==> src/rtl/image_mem_pkg.sv <==
// Shared constants and types for the image bitmap memory and its arbiter.
// Bitmap is 48x48 pixels, 3 bytes per pixel in RGB order, byte addressed.
// Owner and arbiter state encodings are shared with anything tagging reads.
package image_mem_pkg;

  localparam int IMG_W        = 48;
  localparam int IMG_H        = 48;
  localparam int BYTES_PER_PX = 3;
  localparam int IMG_BYTES    = IMG_W * IMG_H * BYTES_PER_PX;
  // Default byte-address width; 6912 bytes fit in 13 bits.
  localparam int IMG_ADDR_W   = 13;

  typedef enum logic {
    OWN_DISP = 1'b0,
    OWN_UI   = 1'b1
  } owner_e;

  typedef enum logic {
    ARB_NORMAL   = 1'b0,
    ARB_FORCE_UI = 1'b1
  } arb_state_e;

endpackage

==> src/rtl/image_mem_arbiter.sv <==
// Fixed-priority read arbiter (display over UI) for the image memory, with a UI starvation guard.
// Latency: grant/address same cycle as request; tagged read data and rvalid two cycles later.
// Backpressure: display sees disp_stall when a forced UI slot wins; UI holds its request until ui_gnt; returns are never stalled.
module image_mem_arbiter
  import image_mem_pkg::*;
#(
  parameter int ADDR_W     = IMG_ADDR_W,
  parameter int DATA_W     = 8,
  parameter int STARVE_MAX = 15
) (
  input  logic              clk,
  input  logic              rst,
  input  logic              disp_req,
  input  logic [ADDR_W-1:0] disp_addr,
  output logic              disp_gnt,
  output logic              disp_stall,
  output logic              disp_rvalid,
  output logic [DATA_W-1:0] disp_rdata,
  input  logic              ui_req,
  input  logic [ADDR_W-1:0] ui_addr,
  output logic              ui_gnt,
  output logic              ui_rvalid,
  output logic [DATA_W-1:0] ui_rdata,
  output logic              mem_rd,
  output logic [ADDR_W-1:0] mem_addr,
  input  logic [DATA_W-1:0] mem_rdata
);

  arb_state_e state, state_nxt;
  logic [7:0] starve_cnt, starve_nxt;
  logic       tag_issued;
  owner_e     tag_owner;

  // Grant selection and memory port drive; everything is held low while in reset.
  always_comb begin
    disp_gnt   = 1'b0;
    ui_gnt     = 1'b0;
    disp_stall = 1'b0;
    mem_rd     = 1'b0;
    mem_addr   = '0;
    if (!rst) begin
      if (state == ARB_FORCE_UI) begin
        ui_gnt     = ui_req;
        disp_stall = disp_req;
      end else if (disp_req) begin
        disp_gnt = 1'b1;
      end else begin
        ui_gnt = ui_req;
      end
      mem_rd = disp_gnt | ui_gnt;
      if (disp_gnt) begin
        mem_addr = disp_addr;
      end else if (ui_gnt) begin
        mem_addr = ui_addr;
      end
    end
  end

  // Starvation counting and the one-cycle forced UI slot once the limit is hit.
  always_comb begin
    starve_nxt = 8'd0;
    state_nxt  = ARB_NORMAL;
    if (ui_req && !ui_gnt) begin
      starve_nxt = (starve_cnt == 8'hFF) ? 8'hFF : starve_cnt + 8'd1;
    end
    if ((state == ARB_NORMAL) && (starve_nxt == 8'(STARVE_MAX))) begin
      state_nxt = ARB_FORCE_UI;
    end
  end

  // Arbiter state, starvation counter and the owner tag of the read just issued.
  always_ff @(posedge clk) begin
    if (rst) begin
      state      <= ARB_NORMAL;
      starve_cnt <= 8'd0;
      tag_issued <= 1'b0;
      tag_owner  <= OWN_DISP;
    end else begin
      state      <= state_nxt;
      starve_cnt <= starve_nxt;
      tag_issued <= mem_rd;
      tag_owner  <= ui_gnt ? OWN_UI : OWN_DISP;
    end
  end

  // Route the returning memory byte to its owner; the other side keeps its last data.
  always_ff @(posedge clk) begin
    if (rst) begin
      disp_rvalid <= 1'b0;
      ui_rvalid   <= 1'b0;
      disp_rdata  <= '0;
      ui_rdata    <= '0;
    end else begin
      disp_rvalid <= tag_issued && (tag_owner == OWN_DISP);
      ui_rvalid   <= tag_issued && (tag_owner == OWN_UI);
      if (tag_issued && (tag_owner == OWN_DISP)) begin
        disp_rdata <= mem_rdata;
      end
      if (tag_issued && (tag_owner == OWN_UI)) begin
        ui_rdata <= mem_rdata;
      end
    end
  end

endmodule

==> config.mk <==
export PLATFORM = sky130hd
export DESIGN_NAME = image_mem_arbiter
export DESIGN_NICKNAME = d
export VERILOG_FILES = /design/src/rtl/image_mem_pkg.sv /design/src/rtl/image_mem_arbiter.sv
export SDC_FILE = /design/constraint.sdc
export NUM_CORES = 1
export LEC_CHECK = 0
export CAP_MARGIN = 20
export CORE_ASPECT_RATIO = 1.2
export CORE_MARGIN = 1.5
export CORE_UTILIZATION = 40
export CTS_CLUSTER_SIZE = 12
export DETAILED_ROUTE_END_ITERATION = 10
export PLACE_DENSITY = 0.85
export RECOVER_POWER = 50
export SYNTH_ARGS = -nofsm -noshare
export SYNTH_HDL_FRONTEND = slang
export SYNTH_SLANG_ARGS = --single-unit
export TNS_END_PERCENT = 20
==> constraint.sdc <==
create_clock -name clk -period 4.4 [get_ports clk]
set_clock_uncertainty 0.15 [all_clocks]
set_input_delay 0.88 -clock clk [delete_from_list [all_inputs] [get_ports clk]]
set_output_delay 0.88 -clock clk [all_outputs]
set_load 0.02 [all_outputs]
* Yosys cells after proc, flatten, opt, wreduce, memory -nomap -nowiden
Index checks and enable logic that the tools add are counted.
** Word-level totals
- Register bits :: 29
- Input port bits :: 38
- Output and inout bits :: 35
- Word-level logic and storage cells :: 37
** Cells by class
- $add $sub $neg :: 1
- Eq/ne operators :: 2
- Mux-type cells :: 18
- Bitwise operators :: 3
- Reduce and logical (&&, ||, !) cells :: 5
** Operator list (count)
- $mux 13 :: 3
- $mux 8 :: 2
- $mux 1 :: 13
- $add 8x1->8 const B :: 1
- $eq 8x4->1 const B :: 1
- $eq 8x8->1 const B :: 1
- $logic_and 1x1->1 :: 4
- $not 1->1 :: 2
- $logic_not 1->1 :: 1
- $or 1x1->1 :: 1

* Logic depth before layout (Yosys ltp)
Gate-level depths: netlist of run 1.
- Depth in word-level cells :: 10
- Mapped depth :: 5
- Depth with buffers taken out :: 5

* Worst setup path before layout of run 1
OpenSTA, ideal clock, no wires.
- Kind :: in2out
- From :: in rst
- To :: out mem_addr[10]
- Arrival time :: 2.019 ns
- Setup slack :: 1.351 ns
- Stages on the path :: 4
- Path buffers :: 1
- Cells stage by stage :: nand2b_1 -> nor2_1 -> clkbuf_1 -> a22o_1
** On the way
- Cells in the longest elaborated chain, start to end :: 1
** Ends and longest elaborated chain
- from (decl) :: line image_mem_arbiter.sv:12 : input logic rst,
- $mux 13 :: line image_mem_arbiter.sv:41 : if (!rst) begin
- to (decl) :: line image_mem_arbiter.sv:25 : output logic [ADDR_W-1:0] mem_addr,
No other way between the ends.

* Worst setup path after layout of run 1
- From :: in disp_req
- To :: out mem_addr[8]
** On the way
- Cells in the longest elaborated chain, start to end :: 6
** Ends and longest elaborated chain
- from (decl) :: line image_mem_arbiter.sv:13 : input logic disp_req,
- $mux 1 :: line image_mem_arbiter.sv:45 : end else if (disp_req) begin
- $mux 1 :: line image_mem_arbiter.sv:42 : if (state == ARB_FORCE_UI) begin
- $mux 1 :: line image_mem_arbiter.sv:41
- $mux 13 :: line image_mem_arbiter.sv:53 : end else if (ui_gnt) begin
- $mux 13 (*) :: line image_mem_arbiter.sv:51 : if (disp_gnt) begin
- $mux 13 (*) :: line image_mem_arbiter.sv:41
Every way passes the cells marked *; elsewhere a longest branch is shown, timed or not. The select of a mux whose other input is x is not followed.

==> results of run 1 <==
[area by class of cell]
cell class,count,area share
Clock buffer,7,0.02667
Clock inverter,1,0.01455
Inverter,2,0.003636
Multi-Input combinational cell,108,0.2933
Sequential cell,29,0.2812
Tap cell,34,0.02061
Timing Repair Buffer,75,0.3600
[state kept, by name (all words and copies together), names as in the netlist]
signal       cells
tag_issued       1
disp_rdata       8
state            1
disp_rvalid      1
ui_rdata         8
tag_owner        1
starve_cnt       8
ui_rvalid        1
[power breakdown]
group | internal [mW] | leakage (nW) | switching [mW]
logic | 0.0664 | 0.497 | 0.0527
clock network | 0.136 | 0.0455 | 0.0866
registers | 0.271 | 0.236 | 0.00674
[routing by layer]
metal / vias up / wire length [um] / track usage
li1: 666 / - / -
met1: 613 / 1391 / 0.2179
met2: 42 / 2025 / 0.4244
met3: 4 / 192 / 0.06308
met4: 0 / 28 / 0.06731
met5: - / 0 / 0
[metrics by stage]
| stage | util | hold slack, ns | total power [mW] |
|---|---|---|---|
| final | 0.7208 | 0.3044 | 0.6191 |
| after global routing | 0.7208 | 0.3298 | 0.6447 |
| after CTS | 0.7208 | 0.3076 | 0.6241 |
| after detailed placement | 0.6911 | 0.2964 | 0.4040 |
| after global placement | 0.6911 | 0.2926 | 0.4005 |
| after floorplan | - | 0.3074 | 0.3316 |
[cells by family (layout without fill, tap and decap cells)]
group | after synthesis | in the layout
AOI/OAI and AO/OA | 38 | 38
xor gates and xnor gates | 3 | 3
adders and majority gates | 1 | 1
muxes | 1 | 1
buffers and inverters | 11 | 85
DFF | 29 | 29
and+or+nand+nor | 65 | 65
[how the worst max path moves through the flow]
stage	endpoint	slack [ns]	cells past startpoint	from
2_1_floorplan	mem_addr[10]	1.35	4	rst
3_3_place_gp	mem_addr[5]	0.71	6	disp_req
3_5_place_dp	mem_addr[11]	0.62	6	disp_req
4_1_cts	mem_addr[11]	0.61	6	disp_req
5_1_grt	mem_addr[11]	0.48	6	disp_req
6_report	mem_addr[8]	0.53	6	disp_req
[worst max-delay path, stage by stage]
cell and delay (ns):
dlygate4sd3_1 0.57, nor2b_1 0.24, nor2b_1 0.16, buf_4 0.21, a22o_1 0.15, clkdlybuf4s50_1 0.62
[cell usage in the layout (no fill, tap or decap), types with 2 or more instances in the layout]
| cell type | count |
|---|---|
| clkdlybuf4s50_1 | 66 |
| nand2_1 | 30 |
| dfxtp_1 | 29 |
| a21oi_1 | 21 |
| a22o_1 | 13 |
| nand3_1 | 10 |
| nor2_1 | 7 |
| dlygate4sd3_1 | 6 |
| clkbuf_4 | 5 |
| nor2b_1 | 3 |
| nand2b_1 | 3 |
| and3_1 | 3 |
| buf_4 | 3 |
| inv_2 | 2 |
| xnor2_1 | 2 |
| nor3_1 | 2 |
==> impl_results.md, run 1 <==
- Synth top area cells: dfxtp_1 47%, a22o_1 9.3%, nand2_1 9.2%
- Initial antenna violation count: 0
- Initial DRC count: 25
- Worst-path clk slew: 0.08 ns
- Synth Area in XOR/XNOR: 0.02136
- Max Transition Viols Final: 0
- Vias in the first global route: 1,293
- DR vias: 1,325
- Clk_lat worst skew: 0.31 ns
- Global-route usage over all layers: 0.2221
- Max-Cap Viols: 0
- Post-synth top area share: 0.4720
- Peak Freq: 0.2586 GHz
- Syn_area_per_cell: 8.310 um2
- Root Driver: clkbuf_4
- Setup violators final: 0
- Number of synthesized flops with an enable pin: 0
- Worst setup EP type: output pin
- Simple-gate share of the synthesized area: 0.2513
- TritonCTS clock tree: yes
- DIE WIDTH: 53.62 um
- N_diodes: 0
- Yosys cell types: 29
- Buffers inserted by post-CTS timing repair: 0
- FF/Latch Area: 580.6 um2
- Critical path launch point type: primary input
- Grt ovf: 0
- Compound-Gate Fraction of Synth Area: 0.2014
- Die ar.: 3418 um2
- Port Buf Inserts: 72
- Worst R2R Start: state
- # rows: 21
- Setup Slack @ Placement: 0.6169 ns
- Starting Density: 0.4294
- Hold Path Depth: 2
- Post_cts resized: 0
- Routability congestion estimate from global placement: 0.8327
- Synth Area in Adders: 0.01017
- Post-route insts no fill: 256
- DRT antenna net count: 0
- Final hold violation count: 0
- Worst hold path type: flip-flop to flip-flop
- Post-synthesis mux area share: 0.008138
- Min Tclk post-route: 3.867 ns
- Largest family of logic cells by synthesized area: simple AND/OR/NAND/NOR gates
- Sum Neg Setup Slack: 0 ns
- Tcrit/Tclk final: 0.8788
- Die Height: 63.75 um
- Hold path start: disp_rdata[4]
- CTS H-tree depth: 2
- I/O pins: 73
- Outcome: finished, final reports clean
- Synthesized Nets: 187
- Commonest register cell after synthesis: dfxtp_1
- First-pass GRT wire length: 5582 um
- Placed cell count: 248
- PD cells: 299.9 nW/um2
- Clock Sinks: 29
- Pin count of the biggest net entering global routing: 22
- Final WL: 3638 um
- Mapped cell area: 1230 um2
- Area of the multi-input gates: 605.6 um2
- Warning count from the yosys run: 0
- Reg2reg path depth: 4
- DRC viols: 0
- Critical Path RT: 3.37 ns
- Hold endpoint: disp_rdata[4]
- Fillers: 213
- Cell taking the most area after synthesis: dfxtp_1
- FF-to-FF setup slack: 2.59 ns
- Routed len/inst: 14.21 um
- Post-synth ARST share: 0
- Synthesized instance count: 148
- Vias/cell: 5.176
- Commonest cells post-synth: 30 x nand2_1, 29 x dfxtp_1, 21 x a21oi_1
- FF+latch count, synth: 29
- Fin area: 2064 um2
- First drt pass iteration count: 6
- Cell leakage power: 0.7790 nW
- Register area share after synthesis: 0.4720
- TritonCTS Buffers: 5
- Most common cell in the netlist: nand2_1
- RSZ-0062 raised after global routing: false
- CTS Buffer Depth: 2
- Hpwl dp: 2950 um
- Final WS setup: 0.5333 ns
- DP Area: 1979 um2
- R2r endpoint: state
- Max transition margin: 0.6519
- CP Class: primary input to output pin
- Core area: 2864 um2
- Share of layout cells above drive strength 1: 0.05856
- Area Growth Syn to Fin: 67.85%
- NumNets Final: 260
- CTS Hold Bufs: 0
- CP max FO: 15
- Worst VDD drop: 0.0002509 V
- Slew at the pin closest to its max-slew limit: 0.5210 ns
- Worst EP arrival: 2.84 ns
(Power assumes the default switching activity.)
==> run 2, diff against run 1 <==
--- a/config.mk
+++ b/config.mk
@@ -8,11 +8,13 @@
 export CAP_MARGIN = 20
 export CORE_ASPECT_RATIO = 1.2
 export CORE_MARGIN = 1.5
-export CORE_UTILIZATION = 40
+export CORE_UTILIZATION = 60
 export CTS_CLUSTER_SIZE = 12
 export DETAILED_ROUTE_END_ITERATION = 10
-export PLACE_DENSITY = 0.85
+export DONT_BUFFER_PORTS = 1
+export PLACE_DENSITY = 0.76
 export RECOVER_POWER = 50
+export SKIP_CTS_REPAIR_TIMING = 1
 export SYNTH_ARGS = -nofsm -noshare
 export SYNTH_HDL_FRONTEND = slang
 export SYNTH_SLANG_ARGS = --single-unit
==> run 2 against run 1 <==
The flow now finishes with violations (DRC); final cell count shrank 34%; critical path type unchanged; critical endpoint is now mem_addr[7]; die area shrank 32%; largest cell class is now multi-input combinational cells; maximum frequency grew 19%; utilization shrank 3.5 points; combinational power shrank 65%.
==> impl_results.md, run 2 (synthesis results as in run 1) <==
- Cell leakage power: 0.4861 nW (-38%)
- Worst VDD drop: 0.0002374 V (-5.4%)
- Failing checks: DRC
- Peak Freq: 0.3077 GHz (+19%)
- Commonest non-fill, non-tap cells in the layout: 30 x nand2_1, 29 x dfxtp_1, 21 x a21oi_1
- Max transition margin: 0.4456 (-0.2063)
- DIE WIDTH: 44.33 um (-17%)
- Initial antenna violation count: 0 (unchanged)
- PD cells: 393.9 nW/um2 (+31%)
- DR vias: 1,060 (-20%)
- Vias in the first global route: 978 (-24%)
- TritonCTS clock tree: yes
- First-pass GRT wire length: 4381 um (-22%)
- Sum Neg Setup Slack: 0 ns (unchanged)
- Root Driver: clkbuf_4
- Pin count of the biggest net entering global routing: 23 (+4.5%)
- Hpwl dp: 2089 um (-29%)
- RSZ-0062 raised after global routing: false
- Reg2reg path depth: 4 (unchanged)
- Die Height: 52.60 um (-17%)
- DRT antenna net count: 0 (unchanged)
- Initial DRC count: 33 (+32%)
- Setup Slack @ Placement: 1.631 ns (+1.014 ns)
- Final hold violation count: 0 (unchanged)
- Port Buf Inserts: 0 (-100%)
- I/O pins: 73 (unchanged)
- CTS H-tree depth: 2 (unchanged)
- Final Util: 0.6861 (-0.03478)
- Routed len/inst: 16.48 um (+16%)
- Routability congestion estimate from global placement: 0.8153 (-2.1%)
- Core area: 1893 um2 (-34%)
- Final WL: 2768 um (-24%)
- Critical Path RT: 3.37 ns (about the same)
- Setup violators final: 0 (unchanged)
- Outcome: finished, violations left
- Max-Cap Viols: 0 (unchanged)
- CP max FO: 15 (unchanged)
- Min Tclk post-route: 3.250 ns (-0.6169 ns)
- Top flop regs: disp_rdata x8, starve_cnt x8, ui_rdata x8
- WHS: 0.3547 ns (+0.05024 ns)
- DP Area: 1232 um2 (-38%)
- NumNets Final: 187 (-28%)
- # rows: 17 (-19%)
- Max Transition Viols Final: 0 (unchanged)
- Tcrit/Tclk final: 0.7386 (-0.1402)
- Hold Path Depth: 1 (-1)
- Die ar.: 2332 um2 (-32%)
- Worst-path clk slew: 0.09 ns (about the same)
- Worst setup EP type: output pin
- CTS Buffer Depth: 2 (unchanged)
- N_diodes: 0 (unchanged)
- Global-route usage over all layers: 0.2647 (+0.04260)
- FF-to-FF setup slack: 2.55 ns (-0.04 ns)
- Clk_lat worst skew: 0.33 ns (+0.02 ns)
- Most common cell after layout, fill and taps aside: nand2_1
- Clock Sinks: 29 (unchanged)
- Fillers: 163 (-23%)
- Area of the multi-input gates: 605.6 um2 (unchanged)
- Worst hold path type: flip-flop to flip-flop
- Critical path launch point type: primary input
- Post-route insts no fill: 168 (-34%)
- Total power: 0.5116 mW (-17%)
- DRC viols: 5 (+5)
- CP Class: primary input to output pin
- Area Growth Syn to Fin: 5.595%
- First drt pass iteration count: 7 (+1)
- Vias/cell: 6.310 (+22%)
- Placed cell count: 160 (-35%)
- Share of layout cells above drive strength 1: 0.08054 (+0.02198)
- Fin area: 1299 um2 (-37%)
- Grt ovf: 0 (unchanged)
- Slew at the pin closest to its max-slew limit: 0.8316 ns (+0.3106 ns)
- Worst EP arrival: 2.22 ns (-0.62 ns)
- TritonCTS Buffers: 5 (unchanged)
- FF/Latch Area: 580.6 um2 (unchanged)
- Final WS setup: 1.150 ns (+0.6169 ns)
- Starting Density: 0.6497 (+0.2203)
-- run 2: changes by cell type in the layout (fill, tap and decap cells not counted), sizes merged --
| cell | delta |
|---|---|
| clkdlybuf4s50 | -66 |
| dlygate4sd3 | -6 |
| buf | -2 |
| bufinv | -1 |
| clkbuf | +1 |
| clkinv | +1 |
-- run 2: where the power goes --
part	switching, mW	internal, mW	total [mW]
Clock	0.0904	0.0924	0.183
Combinational	0.0286	0.0131	0.0417
Sequential	0.0161	0.271	0.287
Total	0.135	0.376	0.512
-- run 2: cell type report --
type / instances / area share
repair buffers: 2 / 0.008670
multi-input cells: 108 / 0.4663
inverters: 2 / 0.005780
clock inverters: 1 / 0.003854
clock buffers: 7 / 0.05010
flip-flops and latches: 29 / 0.4470
well taps: 19 / 0.01830
-- run 2: critical path, cell delays in order --
cell      delay [ns]
nor2b_1         0.18
nor2b_1         0.15
clkbuf_1        0.64
a22o_1          0.37
-- run 2: routing by layer --
layer / up-vias / share of wire / GRT usage
li1: 523 / - / -
met1: 486 / 0.39 / 0.2934
met2: 42 / 0.50 / 0.4142
met3: 9 / 0.092 / 0.1241
met4: 0 / 0.021 / 0.1414
met5: - / 0 / 0
-- run 2: final timing paths --
path	start	endpoint
worst min-delay path	starve_cnt[0]	starve_cnt[0]
worst min register to register	starve_cnt[0]	starve_cnt[0]
worst max-delay path	disp_req	mem_addr[7]
worst max register to register	state	state
